<file path="src/rtl/uart_tx_sched.sv">
// Round-robin arbiter that shares one UART transmitter among NUM_REQ byte
// requesters. It issues a one-cycle start pulse and holds the byte and the
// owner id steady for the whole frame. It follows the frame through the
// uart_ctrl done level, then inserts a programmable idle gap.
module uart_tx_sched #(
  parameter int NUM_REQ  = 4,
  parameter int IDW      = 3,
  parameter int BUSY_TMO = 8
) (
  input  logic                 clk,
  input  logic                 rst_n,
  input  logic                 mpi_uart_en,
  input  logic [15:0]          cfg_gap,
  input  logic [NUM_REQ-1:0]   req_valid,
  input  logic [NUM_REQ*8-1:0] req_data,
  output logic [NUM_REQ-1:0]   req_ready,
  output logic                 usr_start_tx,
  output logic [7:0]           usr_data_tx,
  input  logic                 usr_done_tx,
  output logic [IDW-1:0]       grant_id,
  output logic                 busy,
  output logic                 err_timeout
);

  // The timeout counter only has to reach BUSY_TMO-1.
  localparam int TW = (BUSY_TMO < 2) ? 1 : $clog2(BUSY_TMO);
  localparam logic [TW-1:0] TMO_LAST = TW'(BUSY_TMO - 1);

  typedef enum logic [1:0] {
    S_IDLE      = 2'd0,
    S_WAIT_BUSY = 2'd1,
    S_WAIT_DONE = 2'd2,
    S_GAP       = 2'd3
  } state_t;

  state_t               state_q;
  logic [IDW-1:0]       ptr_q;
  logic [IDW-1:0]       grant_q;
  logic [7:0]           data_q;
  logic [NUM_REQ-1:0]   ready_q;
  logic                 start_q;
  logic                 busy_q;
  logic                 err_q;
  logic [TW-1:0]        tmo_q;
  logic [15:0]          gap_q;

  logic                 win_found_d;
  logic [IDW-1:0]       win_idx_d;
  logic [7:0]           win_byte_d;
  logic [NUM_REQ-1:0]   win_onehot_d;

  // Round-robin search from ptr+1 upward, wrapping. Indices above the pointer
  // take precedence over indices at or below it, and the lowest index wins
  // inside each region. The pointer itself is therefore the last candidate.
  always_comb begin
    win_found_d = 1'b0;
    win_idx_d   = '0;
    for (int i = NUM_REQ - 1; i >= 0; i--) begin
      if (req_valid[i] && (i <= int'(ptr_q))) begin
        win_found_d = 1'b1;
        win_idx_d   = IDW'(i);
      end
    end
    for (int i = NUM_REQ - 1; i >= 0; i--) begin
      if (req_valid[i] && (i > int'(ptr_q))) begin
        win_found_d = 1'b1;
        win_idx_d   = IDW'(i);
      end
    end
  end

  // Byte and one-hot ready mask of the winning requester.
  always_comb begin
    win_byte_d   = '0;
    win_onehot_d = '0;
    for (int i = 0; i < NUM_REQ; i++) begin
      if (win_idx_d == IDW'(i)) begin
        win_byte_d      = req_data[8*i +: 8];
        win_onehot_d[i] = 1'b1;
      end
    end
  end

  // Scheduler FSM. All outputs are registered in this block.
  always_ff @(posedge clk) begin
    if (!rst_n) begin
      state_q <= S_IDLE;
      ptr_q   <= IDW'(NUM_REQ - 1);
      grant_q <= '0;
      data_q  <= '0;
      ready_q <= '0;
      start_q <= 1'b0;
      busy_q  <= 1'b0;
      err_q   <= 1'b0;
      tmo_q   <= '0;
      gap_q   <= '0;
    end else begin
      ready_q <= '0;
      start_q <= 1'b0;
      err_q   <= 1'b0;
      case (state_q)
        S_IDLE: begin
          if (mpi_uart_en && win_found_d) begin
            data_q  <= win_byte_d;
            grant_q <= win_idx_d;
            ready_q <= win_onehot_d;
            start_q <= 1'b1;
            ptr_q   <= win_idx_d;
            tmo_q   <= '0;
            busy_q  <= 1'b1;
            state_q <= S_WAIT_BUSY;
          end
        end
        S_WAIT_BUSY: begin
          // uart_ctrl keeps done high for a couple of cycles after start.
          // The byte is dropped, not retried, if done never falls.
          if (!usr_done_tx) begin
            state_q <= S_WAIT_DONE;
          end else if (tmo_q == TMO_LAST) begin
            err_q   <= 1'b1;
            busy_q  <= 1'b0;
            state_q <= S_IDLE;
          end else begin
            tmo_q <= tmo_q + 1'b1;
          end
        end
        S_WAIT_DONE: begin
          // The frame length depends on the baud divider, so there is no timeout here.
          if (usr_done_tx) begin
            if (cfg_gap == 16'd0) begin
              busy_q  <= 1'b0;
              state_q <= S_IDLE;
            end else begin
              gap_q   <= cfg_gap;
              state_q <= S_GAP;
            end
          end
        end
        S_GAP: begin
          if (gap_q == 16'd1) begin
            busy_q  <= 1'b0;
            state_q <= S_IDLE;
          end else begin
            gap_q <= gap_q - 16'd1;
          end
        end
        default: begin
          busy_q  <= 1'b0;
          state_q <= S_IDLE;
        end
      endcase
    end
  end

  assign req_ready    = ready_q;
  assign usr_start_tx = start_q;
  assign usr_data_tx  = data_q;
  assign grant_id     = grant_q;
  assign busy         = busy_q;
  assign err_timeout  = err_q;

endmodule

</file>
<file path="config.mk">
export PLATFORM = sky130hd
export DESIGN_NAME = uart_tx_sched
export DESIGN_NICKNAME = d
export VERILOG_FILES = /design/src/rtl/uart_tx_sched.sv
export SDC_FILE = /design/constraint.sdc
export NUM_CORES = 1
export LEC_CHECK = 0
export CAP_MARGIN = 25
export CORE_ASPECT_RATIO = 1.25
export CORE_MARGIN = 5
export CORE_UTILIZATION = 47
export DETAILED_ROUTE_END_ITERATION = 16
export GPL_ROUTABILITY_DRIVEN = 0
export PLACE_DENSITY = 0.85
export SLEW_MARGIN = 30
export SYNTH_ARGS = -nofsm -noshare
export SYNTH_HDL_FRONTEND = slang
export SYNTH_SLANG_ARGS = --single-unit
</file>
<file path="constraint.sdc">
create_clock -name clk -period 3.1 [get_ports clk]
set_input_delay 0.31 -clock clk [delete_from_list [all_inputs] [get_ports clk]]
set_output_delay 0.31 -clock clk [all_outputs]
set_load 0.005 [all_outputs]
</file>
==> impl_results.md, run 1 <==
- Status: complete, no violations
- Synth top area share: 0.342
- GR Overflow Total: 0
- Mapped Area: 2340 um^2
- Clock Power Share: 0.225
- Crit path capture type: register
- RSZ-0062 raised after global routing: no
- Clock insertion delay at the later pin of the skew report: 0.30 ns
- Hold EP: grant_id[1]
- Hold_buf cts: 0
- Part of the power in combinational logic: 0.430
- Post-synthesis cell type count: 48
- Peak supply drop: 0.380 mV
- Routed wire length: 6660 um
- # nets final: 406
- Sequential share of power: 0.345
- TritonCTS buffer count: 5
- Clk slew on worst S/H paths: 0.08 ns
- RR Endpoint: gap_q[11]
- GRT Util Overall: 0.205
- Core area: 4800 um^2
- Multiplexer share of the synthesized area: 0.0856
- Vias: 2381
- Seq/Total Area, Yosys: 0.342
- Critical path class: reg2reg
- Seq cells post-synth: 40
- CP Launch Type: register
- Largest area contributor in the netlist: dfxtp_1
- Final Cycle Share: 0.824
- Post-synth ARST share: 0
- Worst path arrival time: 2.73 ns
- FF-to-FF path depth: 7
- Largest net degree at the start of global routing: 25
- Hold depth: 2
- Die width: 73.1 um
- Sw Pwr: 0.000748 W
- Fmax: 392 MHz
- Pwr dens: 632 nW/um^2
- Initial drt markers: 170
- Xor and xnor fraction of the mapped netlist area: 0
- Initial antenna violation count: 0
- LEAKAGE: 1.23 nW
- Critical Path Fanout Max: 24
- Post-route ant nets: 0
- Layout cell share with drive strength beyond 1: 0.0893
- Syn_area_per_cell: 8.21 um^2
- R2r setup slk: 0.55 ns
- # setup viols final: 0
- DR vias/cell: 5.85
- Post-CTS Resized: 0
- Post-CTS setup buffer count: 0
- Hold_ws: 0.463 ns
- Num ports: 74
- Largest family of logic cells by synthesized area: simple AND/OR/NAND/NOR gates
- Hold Crit Class: reg2reg
- DIE AREA: 6500 um^2
- Htree depth: 2
- CTS Root Cell: clkbuf_8
- Post-Synth Simple-Gate Area: 0.254
- Post-synth EDFFs: 0
- FF-to-FF Start: gap_q[0]
- Syn-to-layout area delta: 36.4%
- Synth warnings: 0
- HPWL Detailed: 4890 um
- Max-slew violations: 0
- Compound-Gate Fraction of Synth Area: 0.239
- Ys flop type: dfxtp_1
- Hold Crit Start: grant_id[1]
- Total Power: 0.00201 W
- CTS tree: built
- Slew headroom: 0.375
- Fin util: 0.664
- First-pass GRT wire length: 10600 um
- Starting Density: 0.487
- Post-Syn Nets: 345
- # DRC: 0
- Minimum clock period: 2.55 ns
- Max-Cap Viols: 0
- Post-Synth Adder-Cell Area: 0.0214
- P_int: 0.00127 W
- Sw Share: 0.371
- Routed length per instance: 16.4 um
- Drt pass-1 iters: 5
- FP Rows: 28
- Vias in the first global route: 2363
- Clk buf depth: 2
- Crit path required time: 3.28 ns
- Aggregate negative setup slack: 0 ns
- Most common cell after layout, fill and taps aside: clkdlybuf4s50_1
- Commonest cells after routing, fill and taps aside: 72 x clkdlybuf4s50_1, 40 x dfxtp_1, 28 x nor2_1, 26 x nand2_1, 23 x a21oi_1
- Clock Skew: 0.00492 ns
- Synth top area cells: dfxtp_1 34%, mux2i_1 8.6%, a21oi_1 4.9%
- Clk sinks: 40
- Final hold vios: 0
- Antenna Cells: 0
- Worst Tran Pin Value: 0.937 ns
- Buffers on Ports: 72
- Cell count after synthesis: 285
- Die height: 88.9 um
-- worst max-delay path, cell delays in order, from the launching register on --
cell,delay (ns)
dfxtp_1,0.42
ha_1,0.19
or4b_2,0.58
or4_4,0.47
a22oi_4,0.36
buf_12,0.22
o21bai_1,0.14
a21oi_2,0.06
-- Yosys cell counts (3+ instances only) --
library cell / count
o21ai_0: 4
nand2_1: 26
and2_1: 4
a21oi_2: 7
ha_1: 4
a21oi_1: 23
mux2i_1: 20
o21ai_2: 5
a21o_1: 4
buf_2: 3
or3_1: 7
inv_1: 4
o31ai_1: 3
clkbuf_1: 16
nor3_1: 12
nand3_1: 11
o21ai_1: 3
nand2b_1: 7
nor3b_1: 3
nor2_1: 28
nor4_1: 4
o32ai_1: 3
o221ai_1: 8
buf_6: 3
dfxtp_1: 40
-- flip-flops by register name, indices dropped and copies added (netlist names) --
| register | count |
|---|---|
| busy | 1 |
| err_timeout | 1 |
| gap_q | 16 |
| grant_id | 2 |
| ptr_q | 2 |
| req_ready | 4 |
| state_q | 2 |
| tmo_q | 3 |
| usr_data_tx | 8 |
| usr_start_tx | 1 |
-- how the worst max path moves through the flow --
| stage | start | endpoint | slack, ns | depth (start not counted) |
|---|---|---|---|---|
| after CTS | gap_q[0] | gap_q[11] | 0.57 | 7 |
| after detailed placement | req_valid[2] | usr_data_tx[6] | 0.51 | 6 |
| final | gap_q[0] | gap_q[11] | 0.55 | 7 |
| after global routing | gap_q[0] | gap_q[6] | 0.47 | 7 |
| after floorplan | gap_q[0] | gap_q[11] | 0.83 | 7 |
| after global placement | req_valid[3] | usr_data_tx[6] | 0.60 | 6 |
-- metrics by stage --
step,setup WS (ns),instance area (um^2),cells
floorplan,0.829,2340,285
global placement,0.605,3070,399
detailed placement,0.506,3070,399
CTS,0.566,3190,407
global route,0.470,3190,407
finish,0.546,3190,407
-- cells by family (layout without fill, tap and decap cells) --
family / Yosys count / in the layout
mux: 20 / 20
compound gates: 78 / 78
fa+ha+maj: 4 / 4
simple gates: 115 / 115
flops: 40 / 40
buf+inv: 27 / 89
other cells: 1 / 1
-- power groups by stage --
stage / sequential, W / clock [W] / combinational [W]
2_1_floorplan: 0.000668 / 0 / 0.000618
3_3_place_gp: 0.000698 / 0 / 0.000835
3_5_place_dp: 0.000701 / 0 / 0.000853
4_1_cts: 0.000692 / 0.000457 / 0.000863
5_1_grt: 0.000710 / 0.000487 / 0.000942
6_report: 0.000695 / 0.000453 / 0.000866
-- layout make-up --
class                           instances  area (um^2)
Clock buffer                            6         82.6
Clock inverter                          2         38.8
Fill cell                             413         1610
Inverter                                4         15.0
Multi-Input combinational cell        218         1410
Sequential cell                        40          801
Tap cell                               60         75.1
Timing Repair Buffer                   77          771
-- layer usage --
layer  GRT usage  part of all wire  vias up
met5           0                 0        -
met4      0.0755             0.017        0
met3      0.0398             0.059        9
met2       0.371              0.53       78
met1       0.236              0.40     1126
li1            -                 -     1168
(Power assumes the default switching activity.)
==> inputs of run 2 (changes only) <==
==> constraint.sdc (replaced) <==
create_clock -name clk -period 2.5 [get_ports clk]
set_input_delay 0.25 -clock clk [delete_from_list [all_inputs] [get_ports clk]]
set_output_delay 0.25 -clock clk [all_outputs]
set_load 0.005 [all_outputs]
==> run 2 against run 1 <==
Register-to-register slack worse by 0.44 ns. First-iteration DRC count is 47% lower. Sequential power is 23% higher. Hold slack better by 0.0067 ns. Clock-buffer cell count is 1 lower. Clock power is 21% higher. Power is 24% higher. Critical endpoint unchanged.
==> impl_results.md, run 2 (synthesis results as in run 1) <==
- Final Cycle Share: 0.958 (was 0.824)
- Peak supply drop: 0.462 mV (was 0.380 mV)
- Clk slew on worst S/H paths: 0.08 ns (about the same)
- Drt pass-1 iters: 4 (was 5)
- Routed wire length: 6720 um (was 6660 um)
- GRT Util Overall: 0.212 (was 0.205)
- First-pass GRT wire length: 10800 um (was 10600 um)
- Max-Cap Viols: 0 (unchanged)
- # setup viols final: 0 (unchanged)
- Slew headroom: 0.664 (was 0.375)
- Hold_ws: 0.469 ns (was 0.463 ns)
- Crit path required time: 2.68 ns (was 3.28 ns)
- Commonest cells after routing, fill and taps aside: 72 x clkdlybuf4s50_1, 40 x dfxtp_1, 28 x nor2_1, 26 x nand2_1, 23 x a21oi_1 (unchanged)
- Most common cell after layout, fill and taps aside: clkdlybuf4s50_1 (unchanged)
- Largest Register: gap_q (unchanged)
- Initial antenna violation count: 0 (unchanged)
- FP Rows: 28 (unchanged)
- Starting Density: 0.487 (unchanged)
- RSZ-0062 raised after global routing: no (unchanged)
- DIE AREA: 6500 um^2 (unchanged)
- HPWL Detailed: 5070 um (was 4890 um)
- Clk sinks: 40 (unchanged)
- Vias: 2386 (was 2381)
- Clock Skew: 0.00862 ns (was 0.00492 ns)
- Vias in the first global route: 2328 (was 2363)
- Routed length per instance: 16.2 um (was 16.4 um)
- GR Overflow Total: 0 (unchanged)
- Antenna Cells: 0 (unchanged)
- P_int: 0.00156 W (was 0.00127 W)
- Sw Pwr: 0.000932 W (was 0.000748 W)
- Clk buf depth: 2 (unchanged)
- Num ports: 74 (unchanged)
- Worst path arrival time: 2.58 ns (was 2.73 ns)
- Status: complete, no violations (unchanged)
- Hold_buf cts: 0 (unchanged)
- Sw Share: 0.374 (was 0.371)
- Die width: 73.1 um (unchanged)
- Hold Crit Class: reg2reg (unchanged)
- Max-slew violations: 0 (unchanged)
- CP Launch Type: register (unchanged)
- Crit path capture type: register (unchanged)
- Post-route ant nets: 0 (unchanged)
- Clock Power Share: 0.220 (was 0.225)
- Syn-to-layout area delta: 37.8% (was 36.4%)
- Part of the power in combinational logic: 0.435 (was 0.430)
- LEAKAGE: 1.26 nW (was 1.23 nW)
- Initial drt markers: 90 (was 170)
- Fin util: 0.672 (was 0.664)
- Aggregate negative setup slack: 0 ns (unchanged)
- DR vias/cell: 5.76 (was 5.85)
- Post-CTS setup buffer count: 0 (unchanged)
- # nets final: 413 (was 406)
- # DRC: 0 (unchanged)
- Largest net degree at the start of global routing: 24 (was 25)
- Sequential share of power: 0.345 (about the same)
- Minimum clock period: 2.40 ns (was 2.55 ns)
- Filler instances: 410 (was 413)
- TritonCTS buffer count: 5 (unchanged)
- Fmax: 417 MHz (was 392 MHz)
- Final hold vios: 0 (unchanged)
- Buffers on Ports: 72 (unchanged)
- Critical Path Fanout Max: 12 (was 24)
- Worst Tran Pin Value: 0.500 ns (was 0.937 ns)
- Htree depth: 2 (unchanged)
- Critical path class: reg2reg (unchanged)
- CTS Root Cell: clkbuf_8 (unchanged)
- Max FFs per register: 16 (unchanged)
- Pwr dens: 773 nW/um^2 (was 632 nW/um^2)
- Layout cell share with drive strength beyond 1: 0.107 (was 0.0893)
- Clock insertion delay at the later pin of the skew report: 0.30 ns (about the same)
- Die height: 88.9 um (unchanged)
- CTS tree: built (unchanged)
- Core area: 4800 um^2 (unchanged)
- Post-CTS Resized: 0 (unchanged)
run 2: worst max-delay path, stage by stage, from the launching register on:
cell      delay (ns)
dfxtp_1         0.41
ha_1            0.16
or4b_2          0.58
or4_4           0.46
a22oi_4         0.22
buf_4           0.23
o21bai_1        0.14
a21oi_2         0.07
run 2: layer usage:
layer  GRT usage  up-vias  wire (um)
met1       0.240     1122       2610
met4      0.0906        0        229
li1            -     1181          -
met2       0.380       63       3560
met5           0        -          0
met3      0.0420       20        322
run 2: power by group through the flow:
stage | registers, W | clock network, W | logic [W]
final | 0.000858 | 0.000548 | 0.00108
after global placement | 0.000864 | 0 | 0.00106
after detailed placement | 0.000869 | 0 | 0.00108
after CTS | 0.000856 | 0.000553 | 0.00108
after floorplan | 0.000828 | 0 | 0.000766
after global routing | 0.000876 | 0.000588 | 0.00119
run 2: final cells by class:
class / count / area [um^2] / area share
Clock buffer: 5 / 68.8 / 0.0214
Multi-Input combinational cell: 218 / 1410 / 0.436
Sequential cell: 40 / 801 / 0.248
Timing Repair Buffer: 84 / 811 / 0.252
Clock inverter: 3 / 46.3 / 0.0144
Tap cell: 60 / 75.1 / 0.0233
Inverter: 4 / 15.0 / 0.00466
run 2: worst paths after layout:
| path | startpoint | end | slack, ns | depth (start not counted) |
|---|---|---|---|---|
| max reg2reg | gap_q[0] | gap_q[11] | 0.10 | 7 |
| min reg2reg | busy | busy | 0.47 | 2 |
| min | busy | busy | 0.47 | 2 |
| max | gap_q[0] | gap_q[11] | 0.10 | 7 |
run 2: through the flow:
step / worst slack, ns / power [W] / cells / instance area [um^2]
3_5_place_dp: 0.111 / 0.00195 / 406 / 3110
6_report: 0.104 / 0.00249 / 414 / 3220
2_1_floorplan: 0.229 / 0.00159 / 285 / 2340
5_1_grt: 0.0198 / 0.00266 / 414 / 3220
4_1_cts: 0.103 / 0.00249 / 414 / 3220
3_3_place_gp: 0.176 / 0.00192 / 406 / 3110
